## config.mk

```make
export PLATFORM = sky130hd
export DESIGN_NAME = alu_seq
export DESIGN_NICKNAME = d
export VERILOG_FILES = /design/src/rtl/alu_seq.sv
export SDC_FILE = /design/constraint.sdc
export NUM_CORES = 1
export LEC_CHECK = 0
export ABC_AREA = 1
export CAP_MARGIN = 25
export CORE_MARGIN = 2
export CORE_UTILIZATION = 60
export CTS_BUF_LIST = sky130_fd_sc_hd__clkbuf_8
export CTS_CLUSTER_DIAMETER = 40
export CTS_CLUSTER_SIZE = 40
export DETAILED_ROUTE_END_ITERATION = 7
export PLACE_DENSITY = 0.83
export SLEW_MARGIN = 20
export SYNTH_ARGS = -nofsm -noshare
export SYNTH_HDL_FRONTEND = slang
export SYNTH_SLANG_ARGS = --single-unit
```

## constraint.sdc

```tcl
create_clock -name clk -period 3 [get_ports clk]
set_input_delay 0.75 -clock clk [delete_from_list [all_inputs] [get_ports clk]]
set_output_delay 0.75 -clock clk [all_outputs]
set_load 0.005 [all_outputs]
```

## src/rtl/alu_seq.sv

```systemverilog
// alu_seq: sequential ALU with edge-triggered operand entry, single-cycle ops,
// a shift-add multiplier with busy/done handshake and optional accumulator mode.
module alu_seq #(
  parameter int WIDTH = 8,
  parameter bit CHAIN = 1'b0
) (
  input  logic             clk,
  input  logic             reset_n,
  input  logic             enable,
  input  logic [WIDTH-1:0] data_in,
  input  logic [3:0]       op,
  output logic [WIDTH-1:0] a_out,
  output logic [WIDTH-1:0] b_out,
  output logic [WIDTH-1:0] y,
  output logic [WIDTH-1:0] y_hi,
  output logic [3:0]       flags,
  output logic             busy,
  output logic             done,
  output logic [1:0]       phase
);

  localparam int SW = $clog2(WIDTH);
  localparam logic [SW:0]   W_L      = (SW+1)'(WIDTH);
  localparam logic [SW-1:0] CNT_LAST = SW'(WIDTH-1);

  typedef enum logic [1:0] {S_LOAD_A = 2'd0, S_LOAD_B = 2'd1, S_READY = 2'd2, S_BUSY = 2'd3} state_e;
  typedef enum logic [3:0] {
    OP_ADD = 4'h0, OP_SUB = 4'h1, OP_AND = 4'h2, OP_OR  = 4'h3,
    OP_XOR = 4'h4, OP_NOT = 4'h5, OP_SHL = 4'h6, OP_SHR = 4'h7,
    OP_SRA = 4'h8, OP_ROL = 4'h9, OP_ROR = 4'hA, OP_MUL = 4'hB,
    OP_CMP = 4'hC, OP_INC = 4'hD, OP_DEC = 4'hE, OP_RLD = 4'hF
  } op_e;

  state_e             state_q, state_d;
  logic               en_q;
  logic [WIDTH-1:0]   a_q, a_d, b_q, b_d, y_q, y_d, yh_q, yh_d;
  logic [3:0]         fl_q, fl_d;
  logic               done_q, done_d, busy_q, busy_d;
  logic [2*WIDTH-1:0] prod_q, prod_d;
  logic [SW-1:0]      cnt_q, cnt_d;

  logic               edge_s;
  logic [SW-1:0]      sh_s;
  logic [WIDTH:0]     add_s, sub_s, mul_sum_s;
  logic [2*WIDTH-1:0] mul_next_s;
  logic [WIDTH-1:0]   alu_y_s;
  logic               alu_c_s, alu_v_s;

  assign edge_s     = enable & ~en_q;
  assign sh_s       = b_q[SW-1:0];
  assign add_s      = {1'b0, a_q} + {1'b0, b_q};
  assign sub_s      = {1'b0, a_q} - {1'b0, b_q};
  // One shift-add step: conditionally add A into the high half, then shift right.
  assign mul_sum_s  = {1'b0, prod_q[2*WIDTH-1:WIDTH]} + (prod_q[0] ? {1'b0, a_q} : {(WIDTH+1){1'b0}});
  assign mul_next_s = {mul_sum_s, prod_q[WIDTH-1:1]};

  // Single-cycle ALU datapath: result, carry/borrow and signed overflow.
  always_comb begin
    alu_y_s = '0;
    alu_c_s = 1'b0;
    alu_v_s = 1'b0;
    case (op_e'(op))
      OP_ADD: begin
        {alu_c_s, alu_y_s} = add_s;
        alu_v_s = (a_q[WIDTH-1] == b_q[WIDTH-1]) && (add_s[WIDTH-1] != a_q[WIDTH-1]);
      end
      OP_SUB, OP_CMP: begin
        {alu_c_s, alu_y_s} = sub_s;
        alu_v_s = (a_q[WIDTH-1] != b_q[WIDTH-1]) && (sub_s[WIDTH-1] != a_q[WIDTH-1]);
      end
      OP_AND: alu_y_s = a_q & b_q;
      OP_OR:  alu_y_s = a_q | b_q;
      OP_XOR: alu_y_s = a_q ^ b_q;
      OP_NOT: alu_y_s = ~a_q;
      // Carry is the last bit pushed out; an extra bit beside A catches it.
      OP_SHL: {alu_c_s, alu_y_s} = {1'b0, a_q} << sh_s;
      OP_SHR: {alu_y_s, alu_c_s} = {a_q, 1'b0} >> sh_s;
      OP_SRA: {alu_y_s, alu_c_s} = $signed({a_q, 1'b0}) >>> sh_s;
      OP_ROL: begin
        alu_y_s = (a_q << sh_s) | (a_q >> (W_L - {1'b0, sh_s}));
        alu_c_s = (sh_s != '0) & alu_y_s[0];
      end
      OP_ROR: begin
        alu_y_s = (a_q >> sh_s) | (a_q << (W_L - {1'b0, sh_s}));
        alu_c_s = (sh_s != '0) & alu_y_s[WIDTH-1];
      end
      OP_INC: begin
        {alu_c_s, alu_y_s} = {1'b0, a_q} + (WIDTH+1)'(1);
        alu_v_s = (a_q == {1'b0, {(WIDTH-1){1'b1}}});
      end
      OP_DEC: begin
        alu_y_s = a_q - WIDTH'(1);
        alu_c_s = (a_q == '0);
        alu_v_s = (a_q == {1'b1, {(WIDTH-1){1'b0}}});
      end
      default: alu_y_s = '0;
    endcase
  end

  // Phase sequencing, operand capture, result write-back and multiplier stepping.
  always_comb begin
    state_d = state_q;
    a_d     = a_q;
    b_d     = b_q;
    y_d     = y_q;
    yh_d    = yh_q;
    fl_d    = fl_q;
    done_d  = 1'b0;
    prod_d  = prod_q;
    cnt_d   = cnt_q;
    case (state_q)
      S_LOAD_A: begin
        if (edge_s) begin
          a_d     = data_in;
          state_d = S_LOAD_B;
        end else begin
          state_d = S_LOAD_A;
        end
      end
      S_LOAD_B: begin
        if (edge_s) begin
          b_d     = data_in;
          state_d = S_READY;
        end else begin
          state_d = S_LOAD_B;
        end
      end
      S_READY: begin
        if (edge_s) begin
          case (op_e'(op))
            OP_MUL: begin
              prod_d  = {{WIDTH{1'b0}}, b_q};
              cnt_d   = '0;
              state_d = S_BUSY;
            end
            OP_RLD: state_d = S_LOAD_A;
            OP_CMP: begin
              // Flags only: y and y_hi keep their previous result.
              fl_d   = {alu_y_s[WIDTH-1], (alu_y_s == '0), alu_c_s, alu_v_s};
              done_d = 1'b1;
            end
            default: begin
              y_d    = alu_y_s;
              yh_d   = '0;
              fl_d   = {alu_y_s[WIDTH-1], (alu_y_s == '0), alu_c_s, alu_v_s};
              done_d = 1'b1;
              if (CHAIN) begin
                a_d = alu_y_s;
              end else begin
                a_d = a_q;
              end
            end
          endcase
        end else begin
          state_d = S_READY;
        end
      end
      S_BUSY: begin
        prod_d = mul_next_s;
        cnt_d  = cnt_q + SW'(1);
        if (cnt_q == CNT_LAST) begin
          y_d     = mul_next_s[WIDTH-1:0];
          yh_d    = mul_next_s[2*WIDTH-1:WIDTH];
          fl_d    = {mul_next_s[WIDTH-1], (mul_next_s == '0),
                     (mul_next_s[2*WIDTH-1:WIDTH] != '0), 1'b0};
          done_d  = 1'b1;
          state_d = S_READY;
          if (CHAIN) begin
            a_d = mul_next_s[WIDTH-1:0];
          end else begin
            a_d = a_q;
          end
        end else begin
          state_d = S_BUSY;
        end
      end
      default: state_d = S_LOAD_A;
    endcase
    busy_d = (state_d == S_BUSY);
  end

  // State and datapath registers; enable history resets high so a held level never acts.
  always_ff @(posedge clk) begin
    if (!reset_n) begin
      state_q <= S_LOAD_A;
      en_q    <= 1'b1;
      a_q     <= '0;
      b_q     <= '0;
      y_q     <= '0;
      yh_q    <= '0;
      fl_q    <= 4'h0;
      done_q  <= 1'b0;
      busy_q  <= 1'b0;
      prod_q  <= '0;
      cnt_q   <= '0;
    end else begin
      state_q <= state_d;
      en_q    <= enable;
      a_q     <= a_d;
      b_q     <= b_d;
      y_q     <= y_d;
      yh_q    <= yh_d;
      fl_q    <= fl_d;
      done_q  <= done_d;
      busy_q  <= busy_d;
      prod_q  <= prod_d;
      cnt_q   <= cnt_d;
    end
  end

  assign a_out = a_q;
  assign b_out = b_q;
  assign y     = y_q;
  assign y_hi  = yh_q;
  assign flags = fl_q;
  assign busy  = busy_q;
  assign done  = done_q;
  assign phase = state_q;

endmodule

```

==> results.sh <==
export IMPL_outcome="complete, no violations"
export IMPL_critPathCaptureType="flip-flop"
export IMPL_critical_path_class="reg -> reg"
export IMPL_finalSetupViolations=0
export IMPL_grt_pass1_wl_um=31900
export IMPL_layout_area_overhead_vs_synth_pct=17.6
export IMPL_cp_required_ns=3.28
export IMPL_ff2ff_path_depth=15
export IMPL_critPathLaunchType="flip-flop"
export IMPL_power_per_cell_area_nw_per_um2=304
export IMPL_synth_compound_area_share_pct=17.0
export IMPL_clockRootBuffer="sky130_fd_sc_hd__clkbuf_8"
export IMPL_post_synth_cell_area_avg_um2=5.86
export IMPL_crit_slowest_cell="sky130_fd_sc_hd__dfxtp_1"
export IMPL_num_rows=36
export IMPL_max_clock_freq_mhz=359
export IMPL_synthMuxAreaShare_pct=0
export IMPL_synth_top_cells_by_area="sky130_fd_sc_hd__dfxtp_1 21%, sky130_fd_sc_hd__nand2_1 18%, sky130_fd_sc_hd__nand3_1 9.5%"
export IMPL_final_period_utilization_pct=92.8
export IMPL_timing_rr_end="flags[2]$_SDFFE_PN0P_"
export IMPL_dp_hpwl_um=15600
export IMPL_synthSimpleGateAreaFrac_pct=40.7
export IMPL_power_leakage_uw=0.00337
export IMPL_drt_first_pass_iters=7
export IMPL_worstReg2RegStart="a_out[0]$_SDFFE_PN0P_"
export IMPL_pin_count_of_the_biggest_net_entering_global_routing=29
export IMPL_critPathBufInv=3
export IMPL_tightest_slew_ns=0.728
export IMPL_antenna_found_initial=0
export IMPL_cts_repair_timing_setup_buffer_count=0
export IMPL_holdBufCountCts=0
export IMPL_synth_async_reset_ratio_pct=0
export IMPL_most_used_standard_cell_by_instance_count_after_synthesis="sky130_fd_sc_hd__nand2_1"
export IMPL_share_of_synthesized_cell_area_in_full_adder_half_adder_and_majority_cells_pct=9.81
export IMPL_avgRoutedWirePerCell_um=17.2
export IMPL_die_w_um=103
export IMPL_worstPathCellList="nand2_1, inv_1, ha_1, inv_1, fa_1, inv_1, nand3_1, nand2_1, xor2_1, nand4_1, nor2_1, nand4_1, nor2_1, nor2_1, a21oi_1"
export IMPL_path_clk_slew_ns=0.07
export IMPL_tritoncts="yes"
export IMPL_synth_yosys_seq_area_share_pct=20.6
export IMPL_crit_end="flags[2]$_SDFFE_PN0P_"
export IMPL_yosysUniqueCellTypes=47
export IMPL_route_final_wire_length_um=20600
export IMPL_synthXorXnorAreaFrac_pct=0.899
export IMPL_floorplan_initialDensity_pct=60.9
export IMPL_grt_overflow=0
export IMPL_worstSetupStartpoint="a_out[0]$_SDFFE_PN0P_"
export IMPL_drt_iter0_drc=644
export IMPL_route_vias_total=7066
export IMPL_clock_latency_ns=0.35
export IMPL_worstSetupPathDepth=15
export IMPL_crit_path_max_fanout=8
export IMPL_core_area_um2=9590
export IMPL_synthDominantAreaCellType="sky130_fd_sc_hd__dfxtp_1"
export IMPL_place_area_um2=6650
export IMPL_tritoncts_num_sinks=60
export IMPL_vias_in_the_first_global_route=6266
export IMPL_drt_drc_violations_left=0
export IMPL_period_needed_ns=2.79
export IMPL_synthDominantCellAreaShare_pct=20.6
export IMPL_clock_tree_buffer_depth=2
export IMPL_totalNegativeSetupSlack_ns=0
export IMPL_numPortBuffers=54
export IMPL_max_stage_delay_ns=0.67
export IMPL_max_h_tree_level=3
export IMPL_hold_path_class="reg -> reg"
export IMPL_final_design_area_no_fill_um2=6870
export IMPL_clock_skew_final_ns=0.00846
export IMPL_final_net_count=1118
export IMPL_syn_inst=997
export IMPL_synthesis_yosys_warnings=0
export IMPL_r2r_slack_ns=0.21
export IMPL_final_antenna_net_count=0
export IMPL_drv_cap=0
export IMPL_timing_max_transition_violations_final=0
export IMPL_ys_ff_latch=60
export IMPL_design_die_area_um2=10500
export IMPL_die_h_um=103
export IMPL_syn_num_nets=1056
export IMPL_netlist_top_cells_count="273 x sky130_fd_sc_hd__nand2_1, 111 x sky130_fd_sc_hd__nand3_1, 106 x sky130_fd_sc_hd__inv_1, 106 x sky130_fd_sc_hd__nor2_1, 73 x sky130_fd_sc_hd__o21ai_0"
export IMPL_post_synth_instance_area_um2=5840
export IMPL_cpLargestDelayFamily="simple AND/OR/NAND/NOR gates"
export IMPL_vdd_ir_drop_worst_mv=0.396
export IMPL_power_uw=2090
export IMPL_avgViaCountPerCell=5.90
export IMPL_worstPathArrival_ns=3.06
export IMPL_timing_hold_violations_final=0
export IMPL_synth_top_flop_cell="sky130_fd_sc_hd__dfxtp_1"
export IMPL_rsz0062_at_grt="no"
export IMPL_cts_made_buffers=9
export IMPL_io_pins=55
export IMPL_max_slew_margin_pct=50.9
export IMPL_main_combinational_cell_family_by_area_after_synthesis="simple AND/OR/NAND/NOR gates"
export IMPL_synth_edf_count=0
export IMPL_finalWeightedCongestion=1.04
export IMPL_cts_resized=0
export IMPL_final_layout_size_suffix_gt1_share_pct=7.89
export IMPL_gr_usage_all_layers_pct=39.4
export IMPL_num_antenna_cells=0
## worst reg2reg max path, stage by stage, from the launching register on
cell,delay [ns]
sky130_fd_sc_hd__dfxtp_1,0.67
sky130_fd_sc_hd__nand2_1,0.12
sky130_fd_sc_hd__inv_1,0.08
sky130_fd_sc_hd__ha_1,0.18
sky130_fd_sc_hd__inv_1,0.06
sky130_fd_sc_hd__fa_1,0.39
sky130_fd_sc_hd__inv_1,0.10
sky130_fd_sc_hd__nand3_1,0.07
sky130_fd_sc_hd__nand2_1,0.09
sky130_fd_sc_hd__xor2_1,0.24
sky130_fd_sc_hd__nand4_1,0.15
sky130_fd_sc_hd__nor2_1,0.13
sky130_fd_sc_hd__nand4_1,0.09
sky130_fd_sc_hd__nor2_1,0.14
sky130_fd_sc_hd__nor2_1,0.06
sky130_fd_sc_hd__a21oi_1,0.15
## where the power goes
group / leakage (uW) / internal, uW / switching (uW)
Sequential: 0.000485 / 806 / 11.0
Combinational: 0.00277 / 162 / 314
Clock: 0.000112 / 473 / 326
## worst min-delay path by stage
stage,from,to,cells after the start
after global routing,prod_q[8]$_SDFFE_PN0P_,prod_q[8]$_SDFFE_PN0P_,2
after detailed placement,prod_q[8]$_SDFFE_PN0P_,prod_q[8]$_SDFFE_PN0P_,2
final,prod_q[8]$_SDFFE_PN0P_,prod_q[8]$_SDFFE_PN0P_,2
after floorplan,prod_q[8]$_SDFFE_PN0P_,prod_q[8]$_SDFFE_PN0P_,2
after CTS,prod_q[8]$_SDFFE_PN0P_,prod_q[8]$_SDFFE_PN0P_,2
after global placement,prod_q[8]$_SDFFE_PN0P_,prod_q[8]$_SDFFE_PN0P_,2
## layer usage
layer,vias up,track usage (%),routed length [um]
met4,0,16.5,974
met3,76,8.68,2140
li1,3411,-,-
met1,3185,51.9,8450
met2,394,62.4,9020
met5,-,0,0
## sequential cells by signal, summed over array words and instances (netlist names)
name / cells
a_out: 8
b_out: 8
busy: 1
cnt_q: 3
done: 1
en_q: 1
flags: 4
phase: 2
prod_q: 16
y: 8
y_hi: 8
## cell families (layout without fill, tap and decap cells)
family / count (synthesis) / count (layout)
adders and majority gates: 44 / 44
DFF: 60 / 60
xor gates and xnor gates: 6 / 6
AOI/OAI and AO/OA: 180 / 180
and+or+nand+nor: 550 / 550
buffers and inverters: 157 / 224
## placed cells by master (no fill, tap or decap), types with 2 or more instances in the layout
cell type	instances
sky130_fd_sc_hd__a21oi_1	66
sky130_fd_sc_hd__a22oi_1	2
sky130_fd_sc_hd__a31oi_1	11
sky130_fd_sc_hd__and2_1	2
sky130_fd_sc_hd__buf_12	2
sky130_fd_sc_hd__buf_4	36
sky130_fd_sc_hd__clkbuf_8	13
sky130_fd_sc_hd__clkdlybuf4s50_1	54
sky130_fd_sc_hd__dfxtp_1	60
sky130_fd_sc_hd__fa_1	3
sky130_fd_sc_hd__ha_1	41
sky130_fd_sc_hd__inv_1	106
sky130_fd_sc_hd__inv_2	9
sky130_fd_sc_hd__nand2_1	273
sky130_fd_sc_hd__nand2_2	7
sky130_fd_sc_hd__nand3_1	111
sky130_fd_sc_hd__nand3_2	2
sky130_fd_sc_hd__nand3b_1	6
sky130_fd_sc_hd__nand4_1	21
sky130_fd_sc_hd__nor2_1	106
sky130_fd_sc_hd__nor2_2	3
sky130_fd_sc_hd__nor2_4	2
sky130_fd_sc_hd__nor3_1	7
sky130_fd_sc_hd__nor4_1	2
sky130_fd_sc_hd__o211ai_1	10
sky130_fd_sc_hd__o21ai_0	73
sky130_fd_sc_hd__o21ai_1	2
sky130_fd_sc_hd__o21bai_1	2
sky130_fd_sc_hd__o22ai_1	4
sky130_fd_sc_hd__or2_1	3
sky130_fd_sc_hd__or2_2	4
sky130_fd_sc_hd__xnor2_1	4
sky130_fd_sc_hd__xor2_1	2
## stage by stage
step,setup slack [ns],hold WS (ns),util [%],std cells
finish,0.215,0.475,71.6,1197
global placement,0.150,0.458,69.3,1181
CTS,0.270,0.472,71.6,1197
detailed placement,0.0931,0.462,69.3,1181
floorplan,0.459,0.444,-,997
global route,0.0148,0.487,71.6,1197
## final cells by class
cell class	instances	area [um^2]
tap	133	166
clock buffer	13	179
clock inverter	3	42.5
fill	898	2720
multi-input combinational	780	4000
inverter	116	435
timing repair buffer	92	851
sequential	60	1200
Note: power is estimated with default switching activity, not from simulation.
